File: src/rtl/cpu_pkg.sv
// rtl/cpu_pkg.sv - shared constants and encodings for the multicycle control unit
// Purpose: datapath width, opcode/func constants, FSM state and mux-select encodings,
//          and the instruction classes produced by instr_decoder.
// Ports: none (package).
package cpu_pkg;

  localparam int WORD_SIZE = 16;

  localparam logic [3:0] OP_BNE   = 4'd0;
  localparam logic [3:0] OP_BEQ   = 4'd1;
  localparam logic [3:0] OP_BGZ   = 4'd2;
  localparam logic [3:0] OP_BLZ   = 4'd3;
  localparam logic [3:0] OP_ADI   = 4'd4;
  localparam logic [3:0] OP_ORI   = 4'd5;
  localparam logic [3:0] OP_LHI   = 4'd6;
  localparam logic [3:0] OP_LWD   = 4'd7;
  localparam logic [3:0] OP_SWD   = 4'd8;
  localparam logic [3:0] OP_JMP   = 4'd9;
  localparam logic [3:0] OP_JAL   = 4'd10;
  localparam logic [3:0] OP_RTYPE = 4'd15;

  localparam logic [5:0] FN_ADD = 6'd0;
  localparam logic [5:0] FN_SUB = 6'd1;
  localparam logic [5:0] FN_AND = 6'd2;
  localparam logic [5:0] FN_ORR = 6'd3;
  localparam logic [5:0] FN_NOT = 6'd4;
  localparam logic [5:0] FN_TCP = 6'd5;
  localparam logic [5:0] FN_SHL = 6'd6;
  localparam logic [5:0] FN_SHR = 6'd7;
  localparam logic [5:0] FN_JPR = 6'd25;
  localparam logic [5:0] FN_JRL = 6'd26;
  localparam logic [5:0] FN_WWD = 6'd28;
  localparam logic [5:0] FN_HLT = 6'd29;

  typedef enum logic [2:0] {S_IF, S_ID, S_EX, S_MEM, S_WB, S_HALT} state_t;

  typedef enum logic [1:0] {PC_NEXT, PC_BRANCH, PC_TARGET, PC_RS} pc_src_t;

  typedef enum logic [1:0] {IMM_SIGN, IMM_LHI, IMM_TARGET, IMM_RSVD} imm_sel_t;

  typedef enum logic [1:0] {WB_ALU, WB_MEM, WB_PC, WB_RSVD} wb_sel_t;

  typedef enum logic [3:0] {
    CLS_NOP, CLS_ALU_R, CLS_ALU_I, CLS_BRANCH, CLS_JUMP,
    CLS_LINK, CLS_LOAD, CLS_STORE, CLS_WWD, CLS_HALT
  } instr_class_t;

endpackage

File: src/rtl/instr_decoder.sv
// rtl/instr_decoder.sv - combinational opcode/func to instruction-class decoder
// Purpose: classifies the IR so the FSM only needs to branch on a class, and supplies
//          the opcode-dependent immediate select and jump target source.
// Ports: opcode[3:0], func[5:0] in; instr_class, jump_src, imm_sel out.
module instr_decoder
  import cpu_pkg::*;
(
  input  logic [3:0]   opcode,
  input  logic [5:0]   func,
  output instr_class_t instr_class,
  output pc_src_t      jump_src,
  output imm_sel_t     imm_sel
);

  always_comb begin
    instr_class = CLS_NOP;
    jump_src    = PC_TARGET;
    imm_sel     = IMM_SIGN;
    case (opcode)
      OP_BNE, OP_BEQ, OP_BGZ, OP_BLZ: instr_class = CLS_BRANCH;
      OP_ADI, OP_ORI:                 instr_class = CLS_ALU_I;
      OP_LHI: begin
        instr_class = CLS_ALU_I;
        imm_sel     = IMM_LHI;
      end
      OP_LWD: instr_class = CLS_LOAD;
      OP_SWD: instr_class = CLS_STORE;
      OP_JMP: begin
        instr_class = CLS_JUMP;
        imm_sel     = IMM_TARGET;
      end
      OP_JAL: begin
        instr_class = CLS_LINK;
        imm_sel     = IMM_TARGET;
      end
      OP_RTYPE: begin
        // Register-form jumps take their target from rs.
        jump_src = PC_RS;
        case (func)
          FN_ADD, FN_SUB, FN_AND, FN_ORR,
          FN_NOT, FN_TCP, FN_SHL, FN_SHR: instr_class = CLS_ALU_R;
          FN_JPR:  instr_class = CLS_JUMP;
          FN_JRL:  instr_class = CLS_LINK;
          FN_WWD:  instr_class = CLS_WWD;
          FN_HLT:  instr_class = CLS_HALT;
          default: instr_class = CLS_NOP;
        endcase
      end
      default: instr_class = CLS_NOP;
    endcase
  end

endmodule

File: src/rtl/multicycle_control_unit.sv
// rtl/multicycle_control_unit.sv - IF/ID/EX/MEM/WB/HALT control FSM for a multicycle CPU
// Purpose: sequences fetch, decode, execute, memory and write-back, driving datapath
//          selects and memory handshakes. Optional macro INSTR_COUNT_EN adds num_inst,
//          a count of instructions leaving ID.
// Ports: clk, reset_n (async, active-low); instr (IR), inputReady, ackOutput, zero_cond in;
//        readM, writeM, i_or_d, ir_write, pc_write, pc_write_cond, pc_src, imm_sel,
//        alu_src_b, reg_write, wb_sel, wwd_valid, is_halted out; num_inst (INSTR_COUNT_EN).
module multicycle_control_unit
  import cpu_pkg::*;
#(
  parameter int WORD_SIZE = cpu_pkg::WORD_SIZE
) (
  input  logic                 clk,
  input  logic                 reset_n,
  input  logic [WORD_SIZE-1:0] instr,
  input  logic                 inputReady,
  input  logic                 ackOutput,
  input  logic                 zero_cond,
  output logic                 readM,
  output logic                 writeM,
  output logic                 i_or_d,
  output logic                 ir_write,
  output logic                 pc_write,
  output logic                 pc_write_cond,
  output logic [1:0]           pc_src,
  output logic [1:0]           imm_sel,
  output logic                 alu_src_b,
  output logic                 reg_write,
  output logic [1:0]           wb_sel,
  output logic                 wwd_valid,
  output logic                 is_halted
`ifdef INSTR_COUNT_EN
  ,
  output logic [WORD_SIZE-1:0] num_inst
`endif
);

  state_t       state, state_next;
  logic         running;
  instr_class_t dec_class;
  pc_src_t      dec_jump;
  imm_sel_t     dec_imm;
  logic         unused_bits;

  // Register fields are consumed by the datapath, not by control.
  assign unused_bits = ^{instr[11:6], zero_cond};

  instr_decoder u_decoder (
    .opcode      (instr[15:12]),
    .func        (instr[5:0]),
    .instr_class (dec_class),
    .jump_src    (dec_jump),
    .imm_sel     (dec_imm)
  );

  // running stays low until the first clock edge after reset release, so the
  // first fetch request appears on that edge rather than at reset release.
  always_ff @(posedge clk or negedge reset_n) begin
    if (!reset_n) begin
      state   <= S_IF;
      running <= 1'b0;
    end else begin
      state   <= state_next;
      running <= 1'b1;
    end
  end

  always_comb begin
    state_next    = state;
    readM         = 1'b0;
    writeM        = 1'b0;
    i_or_d        = 1'b0;
    ir_write      = 1'b0;
    pc_write      = 1'b0;
    pc_write_cond = 1'b0;
    pc_src        = PC_NEXT;
    imm_sel       = IMM_SIGN;
    alu_src_b     = 1'b0;
    reg_write     = 1'b0;
    wb_sel        = WB_ALU;
    wwd_valid     = 1'b0;
    is_halted     = 1'b0;
    if (running) begin
      case (state)
        S_IF: begin
          readM = 1'b1;
          if (inputReady) begin
            ir_write   = 1'b1;
            pc_write   = 1'b1;
            state_next = S_ID;
          end
        end
        S_ID: begin
          imm_sel = dec_imm;
          case (dec_class)
            CLS_HALT: state_next = S_HALT;
            CLS_NOP:  state_next = S_IF;
            default:  state_next = S_EX;
          endcase
        end
        S_EX: begin
          imm_sel    = dec_imm;
          state_next = S_IF;
          case (dec_class)
            CLS_ALU_R: state_next = S_WB;
            CLS_ALU_I: begin
              alu_src_b  = 1'b1;
              state_next = S_WB;
            end
            CLS_BRANCH: begin
              pc_write_cond = 1'b1;
              pc_src        = PC_BRANCH;
            end
            CLS_JUMP: begin
              pc_write = 1'b1;
              pc_src   = dec_jump;
            end
            CLS_LINK: begin
              pc_write   = 1'b1;
              pc_src     = dec_jump;
              state_next = S_WB;
            end
            CLS_LOAD, CLS_STORE: begin
              alu_src_b  = 1'b1;
              imm_sel    = IMM_SIGN;
              state_next = S_MEM;
            end
            CLS_WWD: wwd_valid = 1'b1;
            default: state_next = S_IF;
          endcase
        end
        S_MEM: begin
          // Address operands are held so the data address stays stable while waiting.
          i_or_d    = 1'b1;
          alu_src_b = 1'b1;
          if (dec_class == CLS_LOAD) begin
            readM = 1'b1;
            if (inputReady) state_next = S_WB;
          end else if (dec_class == CLS_STORE) begin
            writeM = 1'b1;
            if (ackOutput) state_next = S_IF;
          end else begin
            i_or_d     = 1'b0;
            state_next = S_IF;
          end
        end
        S_WB: begin
          reg_write  = 1'b1;
          state_next = S_IF;
          case (dec_class)
            CLS_LOAD: wb_sel = WB_MEM;
            CLS_LINK: wb_sel = WB_PC;
            default:  wb_sel = WB_ALU;
          endcase
        end
        S_HALT: is_halted = 1'b1;
        default: state_next = S_IF;
      endcase
    end
  end

`ifdef INSTR_COUNT_EN
  always_ff @(posedge clk or negedge reset_n) begin
    if (!reset_n) begin
      num_inst <= '0;
    end else if (state == S_ID) begin
      num_inst <= num_inst + WORD_SIZE'(1);
    end
  end
`endif

endmodule

File: config.mk
export PLATFORM = sky130hd
export DESIGN_NAME = multicycle_control_unit
export DESIGN_NICKNAME = d
export VERILOG_FILES = /design/src/rtl/cpu_pkg.sv /design/src/rtl/instr_decoder.sv /design/src/rtl/multicycle_control_unit.sv
export SDC_FILE = /design/constraint.sdc
export NUM_CORES = 1
export LEC_CHECK = 0
export ABC_AREA = 1
export CORE_MARGIN = 2
export CORE_UTILIZATION = 39
export CTS_CLUSTER_SIZE = 30
export DETAILED_ROUTE_END_ITERATION = 8
export GPL_TIMING_DRIVEN = 0
export PLACE_DENSITY = 0.85
export SYNTH_ARGS = -nofsm -noshare
export SYNTH_HDL_FRONTEND = slang
export SYNTH_SLANG_ARGS = --single-unit
File: constraint.sdc
create_clock -name clk -period 3.15 [get_ports clk]
set_clock_uncertainty 0.05 [all_clocks]
set_input_delay 0.63 -clock clk [delete_from_list [all_inputs] [get_ports clk]]
set_output_delay 0.63 -clock clk [all_outputs]
set_load 0.02 [all_outputs]
==> impl_summary.md <==
Placement
During placement, the flow inserted port buffers numbering 29. The routability congestion estimate from global placement is between 0.8 and 0.9. Before CTS, the worst setup slack after placement is -222 ps. The half-perimeter wire length after detailed placement is roughly 1500 um. The post-place instance area is between 900 and 1000 um2.

Critical path
The data arrival time at the worst-slack endpoint is ~2400 ps. The peak fanout along the critical path is 5. The slowest stage of the critical path is the clkdlybuf4s50_1 cell.

Walking the worst path, the cells encountered are clkdlybuf4s50_1 -> inv_1 -> nor2_1 -> nand2_1 -> o21ai_0 -> inv_1 -> nor3_1 -> clkdlybuf4s15_1. Counting both buffers and inverters, the worst setup path holds a total of 4. The classification of the worst setup path is in2out. Grouping stages by cell kind, the critical path spends the most delay in buffers and inverters. The stage delay of the slowest cell on the critical path is 550 ps. The critical path capture point type is an output pin. The worst setup path is launched from an input pin. The worst path required time is between 2000 and 2500 ps. The most numerous cell on the critical path is inv_1.

Power
In this run the static leakage power is between 0.5 and 0.6 nW. The largest voltage drop on the vdd net is about 0.00026 V. The power per standard cell area is slightly above 400 nW/um2. Total power for the finished layout comes to 0.380 mW.

Yosys
In this run, synthesis produced a sequential element count of 4. The post-synthesis net count is about 150. During synthesis, Yosys emitted a total of 0 warnings.

The average instance in the mapped netlist occupies around 5 um2. The number of unique standard cell types used by synthesis is 16. The cell count after synthesis came out at ~130. The cell area after synthesis is 623 um2.

Sequential elements use around 16% of the synthesized area.

Clock tree
The number of levels in the clock H-tree is 1. The TritonCTS clock tree is yes. The clock transition time at the flip-flop clock pins of the worst setup and hold paths is around 30 ps.

The total clock sinks is 4. The clock root buffer is clkbuf_4. Clock tree synthesis inserted a total of 3 buffers. The maximum clock path buffer count is 2. The worst-skew pair later-pin latency is around 230 ps. The number of hold-repair buffers added at the cts stage is 0.

Status
The run finished with clean final reports.

Route
The routed length per instance is 9.96 um. The number of iterations in the first detailed-routing pass is 4. In this run the remaining antenna-violating nets after routing total 0. Using the TritonRoute via totals, the vias-per-cell ratio works out to between 4 and 5.

After detailed routing, the number of remaining DRC violations is 0. The vias after detailed routing is about 850. For this block, the initial DRC count from the detailed router was 14. The routed design has about 1700 um of wire.

Finish
The most common library cell in the layout ignoring fill and taps is nand2_1. The repair_antennas step left the layout with diodes totalling 0. The net total in the final layout is 183. The final design area excluding fillers is ~950 um2. The fraction of final layout cells with drive strength greater than 1 is 5.06%. The multi-input gate area in the final layout is between 400 and 500 um2. In the layout the commonest cells are nand2_1 (41), inv_1 (24), nor2_1 (22). Registers take 100 um2. The area growth from synthesis to layout is 51.8%.

After filler insertion, the fill cell instance count of the layout stands at ~160.

Timing
The count of endpoints failing hold in the final timing report is 0. The smallest setup slack after layout is between 100 and 150 ps. The final hold slack is between 500 and 600 ps. The final critical-path share of the clock period is a little over nine tenths. The final setup violation count is 0. The top achievable clock speed is roughly 330 MHz. Setup repair after global routing left no endpoint under its margin. The final-report max-slew violation count came to 0.

The worst path in the final design needs a cycle of around 3000 ps, including I/O delays and setup.

Global routing
For this run, the total global-route usage over all layers was measured as 20.4%. The initial antenna violation count was 0. The total overflow left after global routing is 0.

The via count of the first global-routing pass is around 800. The first-pass GRT wire length is around 3000 um. Entering global routing, the biggest net connects 11 pins.

Floorplanning
The die extent in y is between 40 and 50 um. The initial core utilization is between 40 and 50%. The core region is ~1500 um2. 37 I/O pins were placed. The floorplan row count is 14. The horizontal extent of the die is between 40 and 50 um. The die covers between 1500 and 2000 um2.

Worst hold path
The classification of the worst-slack hold path is reg2reg.

Job
Across the run, the number of max-cap violations was 0.
==> stage by stage <==
stage,util (%),setup TNS [ps],cells
3_3_place_gp,62.0,-1030,171
5_1_grt,62.8,0,174
2_1_floorplan,-,0,126
6_report,62.8,0,174
3_5_place_dp,62.0,-1360,171
4_1_cts,62.6,0,174
==> worst paths after layout <==
| path | slack, ps | from | endpoint | depth (start not counted) |
|---|---|---|---|---|
| setup / recovery | 120 | instr[15] | i_or_d | 8 |
| hold / removal | 520 | state[2] | state[2] | 2 |
| setup reg to reg | 1700 | state[2] | state[2] | 9 |
| hold reg to reg | 520 | state[2] | state[2] | 2 |
| max in group asynchronous | 2330 | reset_n | state[2] | 1 |
| min in group asynchronous | 550 | reset_n | state[0] | 1 |
==> area by class of cell <==
type,instances,area share (%)
buffer,1,0.529
clock buffer,3,2.38
inverter,25,9.92
multi-input combinational,96,45.4
sequential,4,10.6
tap,16,2.12
timing repair buffer,29,29.1
==> registers in the layout, summed over array words and instances, names as in the netlist <==
signal / cells
state: 3
running: 1
==> worst reg2reg max path, stage by stage (launching register included) <==
cell,delay [ps]
dfrtp_1,400
inv_1,110
nand3_1,120
nor2_1,60
nand2_1,50
nand3_1,60
nor2_1,260
inv_1,100
nand2_1,60
nand2_1,50
==> metal layers <==
| layer | vias up | share of wire (%) | track usage [%] |
|---|---|---|---|
| met5 | - | 0 | 0 |
| met4 | 0 | 0 | 9.09 |
| met3 | 0 | 5.3 | 4.58 |
| met2 | 21 | 53 | 39.7 |
| met1 | 368 | 42 | 20.0 |
| li1 | 456 | - | - |
==> power breakdown <==
part / leakage (nW) / total (mW) / internal (mW) / switching [mW]
logic: 0.480 / 0.240 / 0.0909 / 0.149
clock network: 0.0138 / 0.0627 / 0.0425 / 0.0201
registers: 0.0509 / 0.0775 / 0.0663 / 0.0112
==> synth_stat cells <==
master	count	area, um2
dfrtp_1	4	100
a21oi_1	4	20.0
inv_1	24	90.1
o21bai_1	1	7.51
nor3_1	5	25.0
nand4_1	2	12.5
a31oi_1	1	6.26
nand3_1	9	45.0
conb_1	1	3.75
clkinv_1	1	3.75
buf_2	1	5.00
o21ai_0	6	30.0
nor2_1	22	82.6
nand2_1	41	154
nor4_1	2	12.5
ha_1	2	25.0
==> repair_timing <==
action / 4_1_cts / 5_1_grt
setup buffers: 0 / 0
resized for setup: 10 / 13
setup endpoints to repair: 10 / 8
pin swaps: 0 / 0
==> logic make-up (layout without fill, tap and decap cells) <==
logic type | Yosys count | in the layout | share of synthesized area, %
AOI/OAI and AO/OA | 12 | 12 | 10.2
DFF | 4 | 4 | 16.1
buffers and inverters | 26 | 58 | 15.9
adders and majority gates | 2 | 2 | 4.02
and+or+nand+nor | 81 | 81 | 53.2
other | 1 | 1 | 0.602
Power figures use the tool's default switching activity.
